<file path="src/rtl/cla_nibble_seq_if.sv">
`default_nettype none
// ============================================================================
//  Module      : cla_nibble_seq_if
//  Description : Request/response bundle for the nibble-serial CLA adder.
//                The requester drives start and the operands. The adder
//                returns the handshake status, the result and its flags.
//  Revision    : 1.0  initial release
// ============================================================================
interface cla_nibble_seq_if #(
   parameter int WIDTH = 16
);
   // Request side
   logic             start;
   logic [WIDTH-1:0] a;
   logic [WIDTH-1:0] b;
   logic             cin;

   // Response side
   logic             ready;
   logic             busy;
   logic             done;
   logic [WIDTH-1:0] sum;
   logic             cout;
   logic             ovf;
   logic             zero;

   // Requesting datapath
   modport master (
      output start, a, b, cin,
      input  ready, busy, done, sum, cout, ovf, zero
   );

   // Adder controller
   modport slave (
      input  start, a, b, cin,
      output ready, busy, done, sum, cout, ovf, zero
   );
endinterface
`default_nettype wire

</file>
<file path="src/rtl/cla_nibble_seq.sv">
`default_nettype none
// ============================================================================
//  Module      : cla_nibble_seq
//  Description : Multi-precision adder that time-multiplexes one 4-bit
//                carry-lookahead slice over a WIDTH-bit operand pair, one
//                nibble per clock, least significant nibble first. The slice
//                carry-out is registered and feeds the next nibble.
//                WIDTH must be a multiple of 4 and at least 8.
//  Revision    : 1.0  initial release
// ============================================================================
module cla_nibble_seq #(
   parameter int WIDTH = 16
) (
   input  wire logic       clk,
   input  wire logic       rst,
   cla_nibble_seq_if.slave bus
);

   localparam int NIB  = WIDTH / 4;
   localparam int IDXW = (NIB > 1) ? $clog2(NIB) : 1;
   localparam logic [IDXW-1:0] LAST_IDX = IDXW'(NIB - 1);

   typedef enum logic [1:0] {
      S_IDLE = 2'd0,
      S_RUN  = 2'd1,
      S_DONE = 2'd2
   } state_t;

   state_t           r_state;
   state_t           w_next;

   // Captured operands and working registers
   logic [WIDTH-1:0] r_a;
   logic [WIDTH-1:0] r_b;
   logic [WIDTH-1:0] r_sum;
   logic             r_carry;
   logic [IDXW-1:0]  r_idx;
   logic             r_cout;
   logic             r_ovf;
   logic             r_zero;

   // Decoded handshake
   logic             w_ready;
   logic             w_busy;
   logic             w_done;

   // CLA slice signals
   logic [3:0]       w_x;
   logic [3:0]       w_y;
   logic [3:0]       w_g;
   logic [3:0]       w_p;
   logic             w_c1;
   logic             w_c2;
   logic             w_c3;
   logic             w_c4;
   logic [3:0]       w_s;
   logic             w_last;
   logic             w_zero_all;

   // ------------------------------------------------------------------------
   // Nibble selection: the index scales to a bit offset by appending 2'b00.
   // ------------------------------------------------------------------------
   assign w_x = r_a[{r_idx, 2'b00} +: 4];
   assign w_y = r_b[{r_idx, 2'b00} +: 4];

   // ------------------------------------------------------------------------
   // 4-bit carry-lookahead slice. Every carry is a flat sum of products of
   // generate/propagate terms and the incoming carry, so no carry ripples
   // inside the nibble. This is the only adder in the block.
   // ------------------------------------------------------------------------
   assign w_g  = w_x & w_y;
   assign w_p  = w_x ^ w_y;

   assign w_c1 = w_g[0]
               | (w_p[0] & r_carry);
   assign w_c2 = w_g[1]
               | (w_p[1] & w_g[0])
               | (w_p[1] & w_p[0] & r_carry);
   assign w_c3 = w_g[2]
               | (w_p[2] & w_g[1])
               | (w_p[2] & w_p[1] & w_g[0])
               | (w_p[2] & w_p[1] & w_p[0] & r_carry);
   assign w_c4 = w_g[3]
               | (w_p[3] & w_g[2])
               | (w_p[3] & w_p[2] & w_g[1])
               | (w_p[3] & w_p[2] & w_p[1] & w_g[0])
               | (w_p[3] & w_p[2] & w_p[1] & w_p[0] & r_carry);

   assign w_s  = w_p ^ {w_c3, w_c2, w_c1, r_carry};

   assign w_last = (r_idx == LAST_IDX);

   // The last nibble is the top one, so every lower nibble already holds
   // its final value when the zero flag is evaluated.
   assign w_zero_all = (w_s == 4'd0) && (r_sum[WIDTH-5:0] == '0);

   // State register
   always_ff @(posedge clk or posedge rst) begin
      if (rst) begin
         r_state <= S_IDLE;
      end else begin
         r_state <= w_next;
      end
   end

   // Next-state logic and handshake decode straight from the state
   always_comb begin
      w_next  = r_state;
      w_ready = 1'b0;
      w_busy  = 1'b0;
      w_done  = 1'b0;
      case (r_state)
         S_IDLE: begin
            w_ready = 1'b1;
            if (bus.start) begin
               w_next = S_RUN;
            end
         end
         S_RUN: begin
            w_busy = 1'b1;
            if (w_last) begin
               w_next = S_DONE;
            end
         end
         S_DONE: begin
            w_done = 1'b1;
            w_next = S_IDLE;
         end
         default: begin
            w_next = S_IDLE;
         end
      endcase
   end

   // Operand capture, nibble-serial sum accumulation and result flags
   always_ff @(posedge clk or posedge rst) begin
      if (rst) begin
         r_a     <= '0;
         r_b     <= '0;
         r_sum   <= '0;
         r_carry <= 1'b0;
         r_idx   <= '0;
         r_cout  <= 1'b0;
         r_ovf   <= 1'b0;
         r_zero  <= 1'b0;
      end else begin
         case (r_state)
            S_IDLE: begin
               if (bus.start) begin
                  r_a     <= bus.a;
                  r_b     <= bus.b;
                  r_carry <= bus.cin;
                  r_idx   <= '0;
                  r_sum   <= '0;
                  r_cout  <= 1'b0;
                  r_ovf   <= 1'b0;
                  r_zero  <= 1'b0;
               end
            end
            S_RUN: begin
               r_sum[{r_idx, 2'b00} +: 4] <= w_s;
               r_carry                    <= w_c4;
               if (w_last) begin
                  // Carry into the MSB is the slice's internal bit-3 carry.
                  r_idx  <= '0;
                  r_cout <= w_c4;
                  r_ovf  <= w_c3 ^ w_c4;
                  r_zero <= w_zero_all;
               end else begin
                  r_idx  <= r_idx + IDXW'(1);
               end
            end
            default: begin
               // DONE: results simply hold.
            end
         endcase
      end
   end

   assign bus.ready = w_ready;
   assign bus.busy  = w_busy;
   assign bus.done  = w_done;
   assign bus.sum   = r_sum;
   assign bus.cout  = r_cout;
   assign bus.ovf   = r_ovf;
   assign bus.zero  = r_zero;

endmodule
`default_nettype wire
</file>
<file path="src/flat_wrapper.sv">
// flat-port wrapper written by rule: the top's interface ports become plain ports
module cla_nibble_seq_flat 
#(
   parameter int WIDTH = 16
)
  (clk, rst, bus_start, bus_a, bus_b, bus_cin, bus_ready, bus_busy, bus_done, bus_sum, bus_cout, bus_ovf, bus_zero);
  cla_nibble_seq_if #(.WIDTH(WIDTH)) bus_i ();
  input  wire logic clk;
  input  wire logic rst;
  input wire logic [$bits(bus_i.start)-1:0] bus_start;
  input wire logic [$bits(bus_i.a)-1:0] bus_a;
  input wire logic [$bits(bus_i.b)-1:0] bus_b;
  input wire logic [$bits(bus_i.cin)-1:0] bus_cin;
  output wire logic [$bits(bus_i.ready)-1:0] bus_ready;
  output wire logic [$bits(bus_i.busy)-1:0] bus_busy;
  output wire logic [$bits(bus_i.done)-1:0] bus_done;
  output wire logic [$bits(bus_i.sum)-1:0] bus_sum;
  output wire logic [$bits(bus_i.cout)-1:0] bus_cout;
  output wire logic [$bits(bus_i.ovf)-1:0] bus_ovf;
  output wire logic [$bits(bus_i.zero)-1:0] bus_zero;
  assign bus_i.start = bus_start;
  assign bus_i.a = bus_a;
  assign bus_i.b = bus_b;
  assign bus_i.cin = bus_cin;
  assign bus_ready = bus_i.ready;
  assign bus_busy = bus_i.busy;
  assign bus_done = bus_i.done;
  assign bus_sum = bus_i.sum;
  assign bus_cout = bus_i.cout;
  assign bus_ovf = bus_i.ovf;
  assign bus_zero = bus_i.zero;
  cla_nibble_seq #(.WIDTH(WIDTH)) u_core (.clk(clk), .rst(rst), .bus(bus_i));
endmodule
</file>
<file path="config.mk">
export PLATFORM = sky130hd
export DESIGN_NAME = cla_nibble_seq_flat
export DESIGN_NICKNAME = d
export VERILOG_FILES = /design/src/rtl/cla_nibble_seq_if.sv /design/src/rtl/cla_nibble_seq.sv /design/src/flat_wrapper.sv
export SDC_FILE = /design/constraint.sdc
export NUM_CORES = 1
export LEC_CHECK = 0
export BUFFER_PORTS_ARGS = -buffer_cell sky130_fd_sc_hd__buf_4
export CORE_ASPECT_RATIO = 1.5
export CORE_MARGIN = 1
export CORE_UTILIZATION = 58
export DETAILED_ROUTE_END_ITERATION = 16
export PLACE_DENSITY = 0.85
export SLEW_MARGIN = 25
export SYNTH_ARGS = -nofsm -noshare
export SYNTH_HDL_FRONTEND = slang
export SYNTH_SLANG_ARGS = --single-unit
</file>
<file path="constraint.sdc">
create_clock -name clk -period 7.6 [get_ports clk]
set_input_delay 0.38 -clock clk [delete_from_list [all_inputs] [get_ports clk]]
set_output_delay 0.38 -clock clk [all_outputs]
set_load 0.05 [all_outputs]
</file>
==> impl_metrics.py, run 1 <==
metrics = {
    "status": {
        "status": "completed",
    },
    "logic_synthesis": {
        "synth.top_cells.by_count": "nand2_1, dfrtp_1, a22o_1",
        "synth.area.top_cells": "dfrtp_1, nand2_1, mux4_2",
        "ys_ff_latch": 56,
        "synth_edf_count": 0,
        "ys_types": 33,
        "yosysMostFrequentCell": "nand2_1",
        "ys_warn_count": 0,
        "async_flop_share": 1.00,
        "netlist_area_um2": 2600,
        "synthFlopType": "dfrtp_1",
        "yosysSeqAreaShare": 0.539,
        "synth_cells": 249,
        "synth_area_leader_cell": "dfrtp_1",
        "syn_nets": 295,
        "netlist.area_leader.share": 0.539,
        "avgSynthCellArea_um2": 10.4,
    },
    "die": {
        "pin_count": 58,
        "die_x_um": 56.7,
        "dieArea_um2": 4760,
        "chipHeight_um": 84.0,
        "start_util": 0.612,
        "core_area_um2": 4250,
        "rows": 29,
    },
    "pwr": {
        "leakagePower_uw": 0.00168,
        "power.density_nw_per_um2": 501,
        "ir_drop_mv": 0.363,
    },
    "clocking": {
        "cts_sinks": 56,
        "ctsResizeCount": 0,
        "clk_latency_ns": 0.31,
        "cts_max_level": 2,
        "cts_tree": "built",
        "clk_pin_slew_ns": 0.10,
        "hold_buffers": 0,
        "cts-root-buf": "clkbuf_8",
        "cts_post_setup_buffers_inserted": 0,
        "cts_buffers": 5,
        "clockBufferDepth": 2,
    },
    "grt": {
        "grt_use_total": 0.255,
        "grt_pass1_wl_mm": 9.21,
        "grt-ovfl-total": 0,
        "first_global_vias": 2015,
        "grt_max_degree": 57,
        "antenna_found_initial": 0,
    },
    "critical_path": {
        "endpoint_kind": "flop",
        "cp.required_ns": 7.83,
        "regToRegSetupSlack_ns": 4.72,
        "cp_data_arrival_time_ns": 3.11,
        "rr_worst_depth": 6,
        "reg2reg_from": "u_core.r_idx[0]",
        "timing.rr.end": "u_core.bus.zero",
        "path_max_fanout": 15,
        "cp-start-kind": "flop",
        "crit_type": "reg -> reg",
    },
    "place": {
        "numPortBuffers": 57,
        "post-dp-hpwl_mm": 4.04,
        "place_area_um2": 3060,
        "placed_cells": 344,
        "gp_congestion": 0.830,
    },
    "timing": {
        "finalHoldViolCount": 0,
        "fin_skew_ns": 0.00900,
        "fmax_mhz": 347,
        "fin_tns_setup_ns": 0,
        "maxSlewViolCount": 0,
        "setup-violations-final": 0,
        "tightest_slew_ns": 0.811,
        "relSlewSlack": 0.459,
        "holdWs_ns": 0.159,
        "rsz0062_at_grt": "false",
        "period_share": 0.379,
        "post-route-min-period_ns": 2.88,
    },
    "cells_and_area": {
        "final_layout_size_suffix_gt1_frac": 0.278,
        "diodes": 0,
        "final_nets": 351,
        "instances_no_fill": 352,
        "final_area_um2": 3150,
        "syn_to_final_growth_pct": 21.4,
        "postLayoutCoreUtil": 0.743,
        "fillers": 319,
    },
    "drt": {
        "antenna_left": 0,
        "wl_per_cell_um": 15.1,
        "drc": 0,
        "via_per_inst": 5.65,
        "wl_mm": 5.31,
        "initialDrtViolationCount": 64,
        "dr.pass1.iters": 4,
        "num_vias": 1990,
    },
    "min_path": {
        "hp-class": "in -> async",
    },
    "run": {
        "cap_violations": 0,
    },
}
-- registers in the layout (all words and copies together) (netlist names) --
name and count:
u_core.r_carry 1, u_core.r_b 16, u_core.bus.cout 1, u_core.bus.ovf 1, u_core.r_a 16, u_core.r_state 2, u_core.bus.zero 1, u_core.bus.sum 16
u_core.r_idx 2
-- final cells by class --
| class | count | area, um2 | area share |
|---|---|---|---|
| Sequential cell | 56 | 1400 | 0.444 |
| Inverter | 5 | 26.3 | 0.00833 |
| Tap cell | 46 | 57.6 | 0.0182 |
| Multi-Input combinational cell | 179 | 1150 | 0.363 |
| Timing Repair Buffer | 58 | 435 | 0.138 |
| Clock inverter | 3 | 18.8 | 0.00595 |
| Clock buffer | 5 | 68.8 | 0.0218 |
-- worst max path at each step --
stage,startpoint,to,slack (ns)
floorplan,u_core.r_idx[0],u_core.bus.zero,4.94
global route,u_core.r_idx[0],u_core.bus.zero,4.59
global placement,u_core.r_idx[0],u_core.bus.zero,4.79
CTS,u_core.r_idx[0],u_core.bus.zero,4.70
finish,u_core.r_idx[0],u_core.bus.zero,4.72
detailed placement,u_core.r_idx[0],u_core.bus.zero,4.74
-- per-stage QoR --
stage / total power (uW) / worst slack (ns)
finish: 1580 / 4.72
global route: 1700 / 4.59
CTS: 1580 / 4.70
detailed placement: 1420 / 4.74
global placement: 1390 / 4.79
floorplan: 1190 / 4.94
-- cell families after synthesis --
logic type | after synthesis | share of synthesized area
and+or+nand+nor | 123 | 0.199
adders and majority gates | 10 | 0.0510
buffers and inverters | 14 | 0.0250
DFF | 56 | 0.539
AOI/OAI and AO/OA | 33 | 0.0982
muxes | 10 | 0.0775
xor gates and xnor gates | 3 | 0.0101
-- layer usage --
layer / global-route usage / share of wire / vias up
met5: 0 / 0 / -
met2: 0.429 / 0.54 / 63
li1: - / - / 962
met4: 0.133 / 0.037 / 0
met3: 0.0450 / 0.029 / 21
met1: 0.309 / 0.40 / 944
-- where the power goes --
part           switching [uW]  leakage [uW]  internal, uW
Combinational             549      0.000913           338
Clock                    94.6     0.0000479          64.4
Sequential                111      0.000721           423
Total                     755       0.00168           826
-- worst max-delay path: stages, from the launching register on --
cell and delay [ns]:
dfrtp_1 0.74, mux4_2 0.64, fa_1 0.56, nor4_1 0.20, nand2_1 0.08, or4_4 0.41, o31ai_2 0.18
-- cells in the final DEF (no fill, tap or decap), drive strengths merged, types with 2 or more instances in the layout --
master,instances
buf,58
inv,4
ha,9
o21ai,2
nor3,3
clkbuf,5
clkinv,4
a21oi,7
dfrtp,56
a21o,3
nor2,4
nor4,3
o31ai,3
xnor2,2
mux4,8
a22o,16
nand2,106
No activity file was read; power rests on OpenSTA's default activity.
==> run 2: changes to the inputs <==
ABC_AREA = 1   (was unset)
CORE_UTILIZATION = 49   (was 58)
PLACE_DENSITY = 0.76   (was 0.85)
clock period = 2.45 ns   (was 7.6 ns; I/O delays follow)
==> impl_metrics.py, run 2 <==
metrics = {
    "logic_synthesis": {
        "synth_area_leader_cell": "dfrtp_1",
        "yosysSeqAreaShare": 0.516,
        "synth_cells": 340,
        "netlist_area_um2": 2720,
        "netlist.area_leader.share": 0.516,
        "synthFlopType": "dfrtp_1",
        "ys_warn_count": 0,
        "synth.top_cells.by_count": "nand2_1, dfrtp_1, nor2_1",
        "async_flop_share": 1.00,
        "avgSynthCellArea_um2": 7.99,
        "synth.area.top_cells": "dfrtp_1, nand2_1, ha_1",
        "syn_nets": 386,
        "ys_types": 26,
        "yosysMostFrequentCell": "nand2_1",
        "ys_ff_latch": 56,
        "synth_edf_count": 0,
    },
    "clocking": {
        "cts_tree": "built",
        "cts_post_setup_buffers_inserted": 0,
        "cts_sinks": 56,
        "clk_pin_slew_ns": 0.10,
        "cts_buffers": 5,
        "cts_max_level": 2,
        "clockBufferDepth": 2,
        "clk_latency_ns": 0.31,
        "cts-root-buf": "clkbuf_8",
    },
    "timing": {
        "tightest_slew_ns": 0.665,
        "setup-violations-final": 0,
        "finalHoldViolCount": 19,
        "period_share": 0.903,
        "fin_skew_ns": 0.0109,
        "rsz0062_at_grt": "false",
        "fmax_mhz": 452,
        "relSlewSlack": 0.557,
        "holdWs_ns": -0.0116,
        "maxSlewViolCount": 0,
        "post-route-min-period_ns": 2.21,
        "fin_tns_setup_ns": 0,
    },
    "critical_path": {
        "cp_top_family": "simple AND/OR/NAND/NOR gates",
        "path_buf_inv": 2,
        "cp_data_arrival_time_ns": 2.47,
        "endpoint_kind": "flop",
        "crit_top_cell": "nand2_1",
        "cp-start-kind": "flop",
        "path_cells": "buf_4 > o21ai_0 > o22ai_2 > fa_1 > inv_1 > nand3_1 > nor3_1 > nand3b_1 > nor2_1 > nand2_1 > nand2_1",
        "crit_slowest_cell": "fa_1",
        "path_max_fanout": 7,
        "cp.required_ns": 2.71,
        "crit_type": "reg -> reg",
        "critical_path.max_stage_delay_ns": 0.48,
    },
    "pwr": {
        "ir_drop_mv": 0.692,
        "leakagePower_uw": 0.00183,
        "power.density_nw_per_um2": 1580,
    },
    "cells_and_area": {
        "final_common_cell": "nand2_1",
        "diodes": 0,
        "final_layout_size_suffix_gt1_frac": 0.200,
        "syn_to_final_growth_pct": 24.2,
        "fillers": 495,
        "final_cell_mix": "nand2_1, buf_4, dfrtp_1, nor2_1, inv_1",
        "final_nets": 449,
        "final_area_um2": 3370,
    },
    "grt": {
        "grt_use_total": 0.235,
        "grt_pass1_wl_mm": 10.5,
        "first_global_vias": 2385,
        "antenna_found_initial": 0,
        "grt-ovfl-total": 0,
        "grt_max_degree": 57,
    },
    "die": {
        "start_util": 0.518,
        "core_area_um2": 5250,
        "pin_count": 58,
        "chipHeight_um": 93.2,
        "dieArea_um2": 5850,
        "die_x_um": 62.8,
        "rows": 32,
    },
    "status": {
        "status": "complete, but fails checks",
        "violations": "hold timing",
    },
    "min_path": {
        "hp-class": "in -> async",
    },
    "drt": {
        "initialDrtViolationCount": 101,
        "num_vias": 2426,
        "wl_per_cell_um": 13.4,
        "wl_mm": 6.33,
        "dr.pass1.iters": 4,
        "drc": 0,
        "via_per_inst": 5.14,
        "antenna_left": 0,
    },
    "place": {
        "post-dp-hpwl_mm": 4.72,
        "numPortBuffers": 57,
        "place_area_um2": 3230,
        "gp_congestion": 0.912,
    },
    "run": {
        "cap_violations": 0,
    },
}
## run 2: cell types whose count changed after synthesis, moves of 6 or more
cell,previous run,this run
a21oi_1,6,0
a22o_1,16,0
inv_1,4,27
mux4_2,8,0
nand2_1,105,138
nand3_1,0,10
nor2_1,4,29
o21ai_0,2,21
o22ai_1,0,16
## run 2: layout make-up
| cell class | count | area [um2] | share of cell area |
|---|---|---|---|
| Tap cell | 68 | 85.1 | 0.0252 |
| Inverter | 31 | 119 | 0.0352 |
| Sequential cell | 56 | 1400 | 0.415 |
| Timing Repair Buffer | 67 | 514 | 0.152 |
| Multi-Input combinational cell | 242 | 1160 | 0.345 |
| Clock buffer | 8 | 90.1 | 0.0267 |
## run 2: power by group
group          leakage (uW)  internal, uW  total [uW]  switching [uW]
combinational       0.00107          1110        3250            2140
clock             0.0000455           231         511             280
sequential         0.000721          1310        1580             264
## run 2: kinds of logic (layout without fill, tap and decap cells)
family                     count (synthesis)  in the layout  synth area share
DFF                                       56             56             0.516
and+or+nand+nor                          186            186             0.273
xor gates and xnor gates                   3              3           0.00967
AOI/OAI and AO/OA                         43             43            0.0893
adders and majority gates                 10             10            0.0488
buffers and inverters                     42            106            0.0631
## run 2: worst register-to-register path: stages (launching register included)
cell	delay (ns)
dfrtp_1	0.45
buf_4	0.18
o21ai_0	0.12
o22ai_2	0.24
fa_1	0.48
inv_1	0.11
nand3_1	0.08
nor3_1	0.15
nand3b_1	0.10
nor2_1	0.11
nand2_1	0.07
nand2_1	0.06
## run 2: stage by stage
step	utilization	cells	total power, uW	worst slack [ns]
floorplan	-	340	3850	0.283
global placement	0.616	461	4650	0.165
detailed placement	0.616	461	4720	0.0217
CTS	0.639	472	5250	0.0635
global route	0.643	472	5800	0.0105
finish	0.643	472	5340	0.239
## run 2: layer usage
metal / up-vias / wire [um] / GRT usage
li1: 1202 / - / -
met4: 0 / 327 / 0.149
met3: 26 / 192 / 0.0305
met1: 1129 / 2390 / 0.249
met2: 69 / 3420 / 0.432
met5: - / 0 / 0
## run 2: path summary, 6_finish.rpt
| check | start | end | slack [ns] | depth (start not counted) |
|---|---|---|---|---|
| hold / removal | rst | u_core.bus.sum[8] | -0.01 | 3 |
| hold reg to reg | u_core.r_b[9] | u_core.r_b[9] | 0.48 | 2 |
| max in group asynchronous | rst | u_core.r_idx[0] | 2.02 | 3 |
| min in group clk | bus_a[7] | u_core.r_a[7] | 0.01 | 3 |
| setup / recovery | u_core.r_idx[1] | u_core.bus.zero | 0.24 | 11 |
| setup reg to reg | u_core.r_idx[1] | u_core.bus.zero | 0.24 | 11 |
## run 2: timing repair
| action | in CTS | in global routing |
|---|---|---|
| endpoints found under the setup margin | 1 | 5 |
| endpoints found under the hold margin | 3 | 0 |
| hold buffers | 3 | 0 |
| resized for setup | 1 | 6 |
==> run 3: changes to the inputs <==
ABC_AREA = unset   (was 1)
CORE_UTILIZATION = 48   (was 49)
PLACE_DENSITY = 0.75   (was 0.76)
==> impl_metrics.py, run 3 (synthesis results as in run 1) <==
metrics = {
    "status": {
        "status": "completed",
    },
    "timing": {
        "fin_skew_ns": 0.00496,
        "finalHoldViolCount": 0,
        "period_share": 0.970,
        "fmax_mhz": 421,
        "relSlewSlack": 0.548,
        "tightest_slew_ns": 0.678,
        "post-route-min-period_ns": 2.38,
        "fin_ws_ns": 0.0727,
        "setup-violations-final": 0,
        "rsz0062_at_grt": "true",
        "maxSlewViolCount": 0,
    },
    "drt": {
        "wl_per_cell_um": 14.6,
        "dr.pass1.iters": 4,
        "num_vias": 2044,
        "antenna_left": 0,
        "wl_mm": 5.68,
        "initialDrtViolationCount": 90,
        "drc": 0,
        "via_per_inst": 5.24,
    },
    "critical_path": {
        "crit_type": "reg -> reg",
        "regToRegSetupSlack_ns": 0.07,
        "path_buf_inv": 1,
        "cp_data_arrival_time_ns": 2.60,
        "critical_path.max_stage_delay_ns": 0.55,
        "path_max_fanout": 3,
        "cp-start-kind": "flop",
        "path_cells": "buf_4 > mux4_2 > ha_1 > xor2_1 > or4_4 > o31ai_4",
        "cp.required_ns": 2.67,
        "cp_top_family": "simple AND/OR/NAND/NOR gates",
        "endpoint_kind": "flop",
        "crit_slowest_cell": "or4_4",
    },
    "clocking": {
        "cts_post_setup_buffers_inserted": 0,
        "cts_buffers": 5,
        "clk_latency_ns": 0.30,
        "clk_pin_slew_ns": 0.09,
        "cts-root-buf": "clkbuf_8",
        "cts_tree": "built",
        "cts_sinks": 56,
        "clockBufferDepth": 2,
        "cts_max_level": 2,
    },
    "die": {
        "dieArea_um2": 5720,
        "rows": 32,
        "pin_count": 58,
        "core_area_um2": 5160,
        "start_util": 0.503,
        "chipHeight_um": 92.1,
        "die_x_um": 62.1,
    },
    "grt": {
        "grt_max_degree": 57,
        "grt_pass1_wl_mm": 9.27,
        "grt_use_total": 0.223,
        "grt-ovfl-total": 0,
        "antenna_found_initial": 0,
        "first_global_vias": 2070,
    },
    "cells_and_area": {
        "fillers": 429,
        "final_common_cell": "nand2_1",
        "syn_to_final_growth_pct": 28.3,
        "final_cell_mix": "nand2_1, buf_4, dfrtp_1, a22o_1, ha_1",
        "final_layout_size_suffix_gt1_frac": 0.311,
        "diodes": 0,
        "final_nets": 368,
    },
    "place": {
        "numPortBuffers": 57,
        "gp_congestion": 0.878,
        "post-dp-hpwl_mm": 4.24,
        "place_worst_setup_slack_ns": 0.0767,
    },
    "run": {
        "cap_violations": 0,
    },
    "min_path": {
        "hp-class": "in -> async",
    },
}
==> run 3: path summary, 6_finish.rpt <==
kind / startpoint / end / depth (start not counted)
worst max-delay path: u_core.r_idx[0] / u_core.bus.zero / 6
worst min-delay path: rst / u_core.r_a[3] / 3
worst max register to register: u_core.r_idx[0] / u_core.bus.zero / 6
worst min register to register: u_core.r_b[6] / u_core.r_b[6] / 2
max in group asynchronous: rst / u_core.r_b[6] / 3
min in group clk: bus_b[4] / u_core.r_b[4] / 3
==> run 3: metrics by stage <==
| step | util | cells | hold WS [ns] | setup TNS (ns) | cell area (um2) |
|---|---|---|---|---|---|
| global route | 0.646 | 390 | 0.00301 | -0.0123 | 3330 |
| CTS | 0.638 | 390 | 0.000314 | 0 | 3290 |
| detailed placement | 0.619 | 381 | 0.315 | 0 | 3200 |
| finish | 0.646 | 390 | 0.000467 | 0 | 3330 |
| global placement | 0.619 | 381 | 0.312 | 0 | 3200 |
| floorplan | - | 249 | 0.228 | -0.0876 | 2610 |
==> run 3: cell type report <==
| class | instances | area, um2 | area share |
|---|---|---|---|
| timing repair buffer | 75 | 572 | 0.171 |
| multi-input combinational | 179 | 1170 | 0.352 |
| clock buffer | 6 | 72.6 | 0.0218 |
| inverter | 5 | 23.8 | 0.00713 |
| tap | 68 | 85.1 | 0.0255 |
| clock inverter | 1 | 5.00 | 0.00150 |
| sequential | 56 | 1400 | 0.420 |
==> run 3: what timing repair did <==
item	in CTS	in global routing
hold buffers	2	0
endpoints found under the setup margin	0	6
resized for setup	0	6
hold endpoints to repair	2	0
==> run 3: worst reg2reg max path, delay by kind of cell, from the launching register on <==
kind | cells | cell delay [ns]
xor+xnor | 1 | 0.18
flops | 1 | 0.41
fa+ha+maj | 1 | 0.34
simple gates | 1 | 0.55
compound gates | 1 | 0.17
buf+inv | 1 | 0.15
mux | 1 | 0.50
==> run 3: metal layers <==
metal  share of wire  global-route usage
met1            0.38               0.263
met2            0.53               0.359
met3           0.042              0.0381
met4           0.049               0.141
met5               0                   0
Power of run 3 is left out: the tool's default activity adds up to more than one toggle a clock period on the data nets, which glitch-free logic cannot reach.
